File: src/rtl/inst_mem_pkg.sv
// Shared constants and the response record for the instruction memory pipe.
package inst_mem_pkg;

  localparam logic [31:0] NOP_INST   = 32'h0000_0000;
  localparam int          RSP_INST_W = 32;

  // Packed layout {inst, err} is also the bit layout of the response buffer word.
  typedef struct packed {
    logic [RSP_INST_W-1:0] inst;
    logic                  err;
  } rsp_t;

endpackage

File: src/rtl/rsp_fifo2.sv
// Two-entry ordered response buffer. The owner never pushes when full and
// never pops when empty.
module rsp_fifo2 #(
  parameter int W = 33
) (
  input  logic         clk_i,
  input  logic         rst_ni,
  input  logic         push_i,
  input  logic [W-1:0] push_data_i,
  input  logic         pop_i,
  output logic         valid_o,
  output logic [W-1:0] head_o
);

  logic [W-1:0] buf_q [2];
  logic         wr_ptr_q, wr_ptr_d;
  logic         rd_ptr_q, rd_ptr_d;
  logic [1:0]   cnt_q, cnt_d;

  always_comb begin
    wr_ptr_d = wr_ptr_q;
    rd_ptr_d = rd_ptr_q;
    if (push_i) wr_ptr_d = ~wr_ptr_q;
    if (pop_i)  rd_ptr_d = ~rd_ptr_q;
    cnt_d = cnt_q + {1'b0, push_i} - {1'b0, pop_i};
  end

  always_ff @(posedge clk_i or negedge rst_ni) begin
    if (!rst_ni) begin
      buf_q[0] <= '0;
      buf_q[1] <= '0;
      wr_ptr_q <= 1'b0;
      rd_ptr_q <= 1'b0;
      cnt_q    <= 2'd0;
    end else begin
      if (push_i) buf_q[wr_ptr_q] <= push_data_i;
      wr_ptr_q <= wr_ptr_d;
      rd_ptr_q <= rd_ptr_d;
      cnt_q    <= cnt_d;
    end
  end

  assign valid_o = (cnt_q != 2'd0);
  assign head_o  = buf_q[rd_ptr_q];

endmodule

File: src/rtl/inst_mem_pipe.sv
// Instruction memory with a synchronous-read fetch pipe and a program-load
// port. Optional per-word even parity is enabled by defining INST_MEM_PARITY_EN.
// Valid/ready: a transfer happens on a rising edge where valid and ready are
// both high; valid never waits on ready, and a presented response holds
// (valid, inst, err) until it is taken.
module inst_mem_pipe
  import inst_mem_pkg::*;
#(
  parameter int    DEPTH_LOG2 = 5,
  parameter int    INST_W     = 32,
  parameter string INIT_FILE  = ""
) (
  input  logic                  Clk,
  input  logic                  Clrn,
  input  logic                  Req_valid,
  output logic                  Req_ready,
  input  logic [31:0]           Req_addr,
  output logic                  Rsp_valid,
  input  logic                  Rsp_ready,
  output logic [INST_W-1:0]     Rsp_inst,
  output logic                  Rsp_err,
  input  logic                  Ld_en,
  input  logic [DEPTH_LOG2-1:0] Ld_addr,
  input  logic [INST_W-1:0]     Ld_data
);

  localparam int DEPTH = 1 << DEPTH_LOG2;
`ifdef INST_MEM_PARITY_EN
  localparam int MEM_W = INST_W + 1;
`else
  localparam int MEM_W = INST_W;
`endif
  localparam logic [INST_W-1:0] NOP_W = INST_W'(NOP_INST);

  typedef logic [DEPTH-1:0][MEM_W-1:0] image_t;

  function automatic logic [MEM_W-1:0] pack_word(input logic [INST_W-1:0] w);
`ifdef INST_MEM_PARITY_EN
    return {^w, w};
`else
    return w;
`endif
  endfunction

  function automatic image_t load_image();
    image_t img;
    for (int i = 0; i < DEPTH; i++) img[i] = pack_word(NOP_W);
    return img;
  endfunction

  // Storage has no reset so the program survives Clrn.
  image_t mem_q = load_image();

  always_ff @(posedge Clk) begin
    if (Ld_en) mem_q[Ld_addr] <= pack_word(Ld_data);
  end

  logic [DEPTH_LOG2-1:0] req_idx;
  logic                  req_aerr;
  logic                  accept;
  logic                  pop;

  assign req_idx  = Req_addr[DEPTH_LOG2+1:2];
  assign req_aerr = (Req_addr[1:0] != 2'b00) ||
                    ((Req_addr >> (DEPTH_LOG2 + 2)) != 32'd0);

  logic             ready_en_q;
  logic [1:0]       occ_q, occ_d;
  logic             rd_valid_q, rd_valid_d;
  logic             rd_aerr_q, rd_aerr_d;
  logic [MEM_W-1:0] rd_word_q, rd_word_d;

  always_comb begin
    rd_valid_d = accept;
    rd_aerr_d  = rd_aerr_q;
    rd_word_d  = rd_word_q;
    if (accept) begin
      rd_aerr_d = req_aerr;
      rd_word_d = mem_q[req_idx];
    end
    occ_d = occ_q + {1'b0, accept} - {1'b0, pop};
  end

  always_ff @(posedge Clk or negedge Clrn) begin
    if (!Clrn) begin
      ready_en_q <= 1'b0;
      occ_q      <= 2'd0;
      rd_valid_q <= 1'b0;
      rd_aerr_q  <= 1'b0;
      rd_word_q  <= '0;
    end else begin
      ready_en_q <= 1'b1;
      occ_q      <= occ_d;
      rd_valid_q <= rd_valid_d;
      rd_aerr_q  <= rd_aerr_d;
      rd_word_q  <= rd_word_d;
    end
  end

  logic rd_par_bad;
`ifdef INST_MEM_PARITY_EN
  assign rd_par_bad = ^rd_word_q;
`else
  assign rd_par_bad = 1'b0;
`endif

  logic [INST_W:0] rd_rsp;
  logic [INST_W:0] fifo_head;
  logic [INST_W:0] head;
  logic            fifo_valid;
  logic            fifo_push;
  logic            fifo_pop;

  assign rd_rsp = {(rd_aerr_q ? NOP_W : rd_word_q[INST_W-1:0]), rd_aerr_q | rd_par_bad};

  // The fresh read bypasses the buffer only when it is taken on its first cycle.
  assign fifo_push = rd_valid_q & (fifo_valid | ~Rsp_ready);
  assign fifo_pop  = fifo_valid & Rsp_ready;

  rsp_fifo2 #(.W(INST_W + 1)) u_rsp_fifo2 (
    .clk_i       (Clk),
    .rst_ni      (Clrn),
    .push_i      (fifo_push),
    .push_data_i (rd_rsp),
    .pop_i       (fifo_pop),
    .valid_o     (fifo_valid),
    .head_o      (fifo_head)
  );

  assign head      = fifo_valid ? fifo_head : rd_rsp;
  assign Rsp_valid = fifo_valid | rd_valid_q;
  assign Rsp_inst  = Rsp_valid ? head[INST_W:1] : '0;
  assign Rsp_err   = Rsp_valid & head[0];
  assign pop       = Rsp_valid & Rsp_ready;

  assign Req_ready = ready_en_q & (occ_q != 2'd2);
  assign accept    = Req_valid & Req_ready;

endmodule

File: config.mk
export PLATFORM = sky130hd
export DESIGN_NAME = inst_mem_pipe
export DESIGN_NICKNAME = d
export VERILOG_FILES = /design/src/rtl/inst_mem_pkg.sv /design/src/rtl/rsp_fifo2.sv /design/src/rtl/inst_mem_pipe.sv
export SDC_FILE = /design/constraint.sdc
export NUM_CORES = 1
export LEC_CHECK = 0
export CORE_MARGIN = 10
export CORE_UTILIZATION = 23
export DETAILED_ROUTE_END_ITERATION = 10
export SYNTH_ARGS = -nofsm -noshare
export SYNTH_HDL_FRONTEND = slang
export SYNTH_SLANG_ARGS = --single-unit
File: constraint.sdc
create_clock -name Clk -period 2.7 [get_ports Clk]
set_input_delay 0.54 -clock Clk [delete_from_list [all_inputs] [get_ports Clk]]
set_output_delay 0.54 -clock Clk [all_outputs]
set_load 0.01 [all_outputs]
Word level (Yosys, flattened, before mapping)
Cells that the tools add are included.
- reductions and logical operators: 6
- equal/unequal tests: 1
- order comparisons: 6
- muxes and demuxes: 14
- shifts and indexed selects: 0
- $mul: 0
- $add $sub $neg: 4
- bitwise gates (word level): 13
- divide/modulo/power cells: 0
- operator list (operator ; number):
    $bwmux 1024 ; 1
    $mux 33 ; 5
    $bmux 32 s5 ; 1
    $demux 32 s5 ; 1
    $mux 32 ; 4
    $bwmux 66 ; 1
    $demux 33 s1 ; 1
    $reduce_bool 32->1 ; 1
    $lt 5x6->1 const B ; 2
    $and 1x1->1 ; 6
    $ge 5x1->1 const B ; 1
    $add 2x1->2 ; 2
    $ge 2x2->1 const B ; 2
    $not 1->2 ; 2
    $reduce_bool 2->1 ; 2
    $sub 2x1->2 ; 2
    $not 1->1 ; 3
    $logic_and 1x1->1 ; 2
    $lt 2x1->1 const B ; 1
    $ne 2x2->1 const B ; 1
    $or 1x1->1 ; 2
    $logic_or 1x1->1 ; 1
- register bits after elaboration: 1131
- logic and storage cells: 86
- output and inout port bits: 35
- latch bits: 0
- ROM bits: 0
- bits in writable memories: 0
- input bits: 74
- memories kept: 0

Depth between registers and ports, before layout
- word-level depth: 6
- mapped depth: 9
- mapped depth without buffers: 7

Hierarchy
From an unflattened synthesis, not the netlist that was laid out.
- cells, all modules: 2472
- area total of the unflattened synthesis: 44990.6 um^2
- modules (own cells, without submodules) (module ; area each (um^2) ; seq. area each (um^2) ; times used ; cells an instance):
    inst_mem_pipe ; 41797.6 ; 31675.4 ; 1 ; 2281
    rsp_fifo2 ; 3193.1 ; 1751.7 ; 1 ; 191

Least setup slack after synthesis
Ideal clock, no wire load.
- path type: in2reg
- start point: in Ld_addr[0]
- end point: reg mem_q[384] in the netlist's numbering, enable pin
- library setup time: 0.421 ns
- stages on the path: 3
- path buffers: 1
- setup slack: -0.274 ns
- data arrival time: 2.553 ns
- data required time: 2.279 ns
- path through: or3b_2 -> clkbuf_1 -> nor2_1
- RTL lines (element ; RTL line ; RTL):
    start, declared ; inst_mem_pipe.sv:23 ; input logic [DEPTH_LOG2-1:0] Ld_addr,
    end signal, assigned by index ; inst_mem_pipe.sv:55 ; if (Ld_en) mem_q[Ld_addr] <= pack_word(Ld_data);
    end, declared ; inst_mem_pipe.sv:52 ; image_t mem_q = load_image();

Final worst setup path
- start point: reg u_rsp_fifo2.cnt_q[0]
- end point: out Rsp_inst[11]
- word-level cells in the longest chain between the ends: 3
- elaborated cells on any way between the ends: 4
- classes of those cells: mux (2); bitwise (1); reduce/logical (1)
- ends and longest elaborated chain (element ; RTL line ; RTL):
    start, declared ; rsp_fifo2.sv:18 ; logic [1:0] cnt_q, cnt_d;
    start signal, assigned ; rsp_fifo2.sv:39 ; cnt_q <= cnt_d;
    $reduce_bool 2->1 * ; rsp_fifo2.sv:43 ; assign valid_o = (cnt_q != 2'd0);
    $mux 33 or $or 1x1->1 (tied branches) ; inst_mem_pipe.sv:130, inst_mem_pipe.sv:131 ;
    $mux 32 * ; inst_mem_pipe.sv:132 ; assign Rsp_inst = Rsp_valid ? head[INST_W:1] : '0;
    end, declared ; inst_mem_pipe.sv:20 ; output logic [INST_W-1:0] Rsp_inst,
Every way passes the cells marked *; elsewhere a longest branch is shown, timed or not.

==> qor.log <==
qor: critical_path.crit_path_max_incr_delay 430 ps
qor: power_and_ir_drop.power.clock.fraction 36.8%
qor: cells_and_area.layout-drive-gt1-share 20.9%
qor: routing.first_pass_iters 5
qor: run.max-cap-violations 0
qor: yosys.synthCells 2575
qor: power_and_ir_drop.total_internal_power 31400 uW
qor: outcome.outcome finished with violations
qor: place.placement.io_buffers 108
qor: yosys.yosysWarnings 0
qor: yosys.synth.ff_latch_count 1131
qor: yosys.synthFlopType sky130_fd_sc_hd__edfxtp_1
qor: routing.ant_nets 0
qor: floorplan.fp.dieW 461 um
qor: floorplan.die_h 461 um
qor: routing.detailedRoute.firstIterationViolations 2432
qor: global_routing.grt.overflow.total 0
qor: sta.timing.clock.skew 46.5 ps
qor: power_and_ir_drop.powerDensity 763 nW/um^2
qor: sta.tightest_slew_margin_relative_to_the_limit 44.1%
qor: yosys.synth_simple_gate_area_share 2.35%
qor: sta.setup-violations-final 26
qor: yosys.synthesis.area_per_instance 17.3 um^2
qor: outcome.failing_checks setup timing
qor: yosys.ys_seq_area_share 74.9%
qor: power_and_ir_drop.switching_share 26.0%
qor: critical_path.critPathSlowestCell sky130_fd_sc_hd__dfrtp_2
qor: cells_and_area.nFillCells 18800
qor: global_routing.grt_antenna_before_repair 9
qor: sta.finalMaxSlewViolations 0
qor: critical_path.path_class flop to output port
qor: yosys.synth_area_leaders sky130_fd_sc_hd__edfxtp_1 (69%), sky130_fd_sc_hd__mux2i_1 (12%), sky130_fd_sc_hd__dfrtp_1 (6.0%)
qor: clock_tree.clkSlewWorstSetupHoldPaths 60 ps
qor: yosys.yosysTopAreaCellShare 68.9%
qor: floorplan.placeableCoreArea 193000 um^2
qor: floorplan.pin_count 109
qor: clock_tree.htree_num_levels 3
qor: global_routing.grt_pass1_wl 180000 um
qor: sta.unrepaired_setup_endpoints_after_global_routing yes
qor: yosys.synth_top_cells_by_count sky130_fd_sc_hd__edfxtp_1 (1024), sky130_fd_sc_hd__mux2i_1 (545), sky130_fd_sc_hd__nand2_1 (134)
qor: sta.max_freq 353 MHz
qor: yosys.synthesized_area_fraction_occupied_by_xor_and_xnor_cells 0.118%
qor: hold_path.hold_path_class input port to asynchronous set/reset pin
qor: sta.setup_ws -131 ps
qor: yosys.synth.lib_cells_used.distinct 42
qor: routing.drc 0
qor: clock_tree.cts_inserted_buffers 112
qor: sta.timing.final.crit_period 2830 ps
qor: yosys.synthDominantAreaCellType sky130_fd_sc_hd__edfxtp_1
qor: critical_path.crit_path_end_kind output port
qor: cells_and_area.num-nets-final 3020
qor: critical_path.path_cells nor4b_4, buf_4, clkbuf_16, buf_12, buf_8, nand2_4, o21ai_4, buf_6
qor: critical_path.worst-r2r-setup-slack 670 ps
qor: power_and_ir_drop.cellLeakagePower 0.0196 uW
qor: routing.route.final.wire_length 127000 um
qor: critical_path.timing.rr.start u_rsp_fifo2.cnt_q[0]
qor: yosys.post_synthesis_async_set_or_reset_flop_share 9.46%
qor: cells_and_area.layout-area-overhead-vs-synth 24.7%
qor: yosys.cell_with_the_most_instances_after_synthesis sky130_fd_sc_hd__edfxtp_1
qor: routing.routed_via_density 4.49
qor: yosys.synthesis.nets 2653
qor: power_and_ir_drop.power.net_switching 11100 uW
qor: clock_tree.cts_tree yes
qor: yosys.post_synth_instance_area 44600 um^2
qor: routing.routedWlPerCell 22.8 um
qor: global_routing.via_count_of_the_first_global_routing_pass 24800
qor: floorplan.floorplan.initialDensity 23.2%
qor: sta.min_period_over_period 105%
qor: clock_tree.clock_sinks 1131
qor: clock_tree.clk_root_buffer_cell sky130_fd_sc_hd__clkbuf_16
qor: place.detailedPlacementHpwl 76000 um
qor: place.dpl-instance-area 51500 um^2
qor: power_and_ir_drop.ir_worst_vdd 0.596 mV
qor: power_and_ir_drop.p_seq_share 49.4%
qor: critical_path.critical_path_peak_fanout 6
qor: routing.via_count 25000
qor: yosys.synth_edf_count 1024
qor: sta.tns -1650 ps
qor: yosys.synth_top_family_by_area multiplexers
qor: yosys.synth-compound-area-share 8.13%
qor: critical_path.required_time_of_the_critical_path 2160 ps
qor: sta.tightestPinTransition 839 ps
qor: global_routing.grt_max_degree 108
qor: clock_tree.clk-insertion-delay-late 740 ps
qor: yosys.synthMuxAreaShare 12.3%
qor: critical_path.start_kind flop
qor: yosys.post_synth_fa_ha_maj_area_fraction 0.112%
qor: critical_path.cp-startpoint u_rsp_fifo2.cnt_q[0]
qor: sta.hold_viol_final 0
qor: clock_tree.cts.path.max_buffers 3
qor: place.globalplace.congestion 0.771
qor: floorplan.std_cell_rows 161
qor: critical_path.worstPathArrival 2290 ps
qor: power_and_ir_drop.fin_total_pwr 42500 uW
qor: cells_and_area.stdcell_area 55700 um^2
qor: global_routing.globalRouteTotalUtil 11.6%
qor: floorplan.die_area 212000 um^2
qor: power_and_ir_drop.power.combinational.fraction 13.8%
## path summary, 6_finish.rpt
check	endpoint	cells past startpoint
worst max-delay path	Rsp_inst[11]	8
worst min-delay path	u_rsp_fifo2.buf_q[24]	3
worst max register to register	occ_q[1]	8
worst min register to register	u_rsp_fifo2.buf_q[10]	2
max in group asynchronous	u_rsp_fifo2.buf_q[7]	3
min in group Clk	u_rsp_fifo2.buf_q[10]	2
## worst max-delay path: cells and delay by family, from the launching register on
family / cells / cell delay (ps)
DFF: 1 / 430
and+or+nand+nor: 2 / 350
buffers and inverters: 5 / 680
AOI/OAI and AO/OA: 1 / 90
## power by group through the flow
stage / logic (uW) / registers, uW / clock network, uW
after floorplan: 2870 / 20800 / 0
after global placement: 5560 / 21200 / 0
after detailed placement: 5640 / 21200 / 0
after CTS: 5790 / 20900 / 15900
after global routing: 6370 / 21100 / 16600
final: 5870 / 21000 / 15600
## layout by cell type, fill, tap and decap left out, types with 72 or more instances in the layout
| master | instances |
|---|---|
| sky130_fd_sc_hd__mux2i_1 | 545 |
| sky130_fd_sc_hd__buf_12 | 93 |
| sky130_fd_sc_hd__edfxtp_1 | 1024 |
| sky130_fd_sc_hd__clkbuf_16 | 114 |
| sky130_fd_sc_hd__dfrtp_1 | 104 |
| sky130_fd_sc_hd__a22oi_1 | 128 |
| sky130_fd_sc_hd__nand2_1 | 108 |
| sky130_fd_sc_hd__buf_4 | 205 |
| sky130_fd_sc_hd__clkdlybuf4s50_1 | 72 |
## metal layers
layer,global-route usage [%],vias up,part of all wire (%)
met5,0,-,0.045
met2,17.3,929,44
li1,-,11100,-
met1,16.4,12800,45
met4,3.47,10,2.7
met3,2.82,218,8.3
## cell families (layout without fill, tap and decap cells)
kind of cell,Yosys count,after routing
AO/OA/AOI/OAI,484,484
XOR/XNOR,6,6
adder cells (fa/ha/maj),4,4
buffers and inverters,167,629
flip-flops,1131,1131
multiplexers,547,547
other,1,5
AND/OR/NAND/NOR,235,235
## registers in the layout (all words and copies together), names as in the netlist
register / count
rd_valid_q: 1
rd_aerr_q: 1
u_rsp_fifo2.rd_ptr_q: 1
rd_word_q: 32
u_rsp_fifo2.wr_ptr_q: 1
occ_q: 2
u_rsp_fifo2.buf_q: 66
ready_en_q: 1
u_rsp_fifo2.cnt_q: 2
mem_q: 1024
## what timing repair did
| action | 4_1_cts | 5_1_grt |
|---|---|---|
| endpoints found under the setup margin | 35 | 32 |
| pin swaps | 1 | 1 |
| cloned | 2 | 1 |
| hold buffers | 1 | 0 |
| hold endpoints to repair | 83 | 0 |
| resized for setup | 196 | 42 |
| buffers inserted | 15 | 5 |
## per-stage QoR
| step | setup WS, ps | utilization [%] | hold WS (ps) | instances |
|---|---|---|---|---|
| finish | -131 | 28.9 | 471 | 5567 |
| floorplan | -274 | - | 244 | 2575 |
| detailed placement | -253 | 26.7 | 470 | 5330 |
| global placement | -244 | 26.7 | 460 | 5330 |
| global route | -220 | 28.9 | 464 | 5565 |
| CTS | -249 | 28.8 | 455 | 5557 |
## area by class of cell
type                       count  area, um^2  area share, %
inverter                       5        18.8         0.0337
clock buffer                 139        2940           5.29
sequential                  1131       33400           60.1
antenna                        4        10.0         0.0180
timing repair buffer         415        4560           8.19
clock inverter                70         727           1.31
multi-input combinational   1277       10800           19.4
tap                         2526        3160           5.68
No activity file was read; power rests on OpenSTA's default activity.
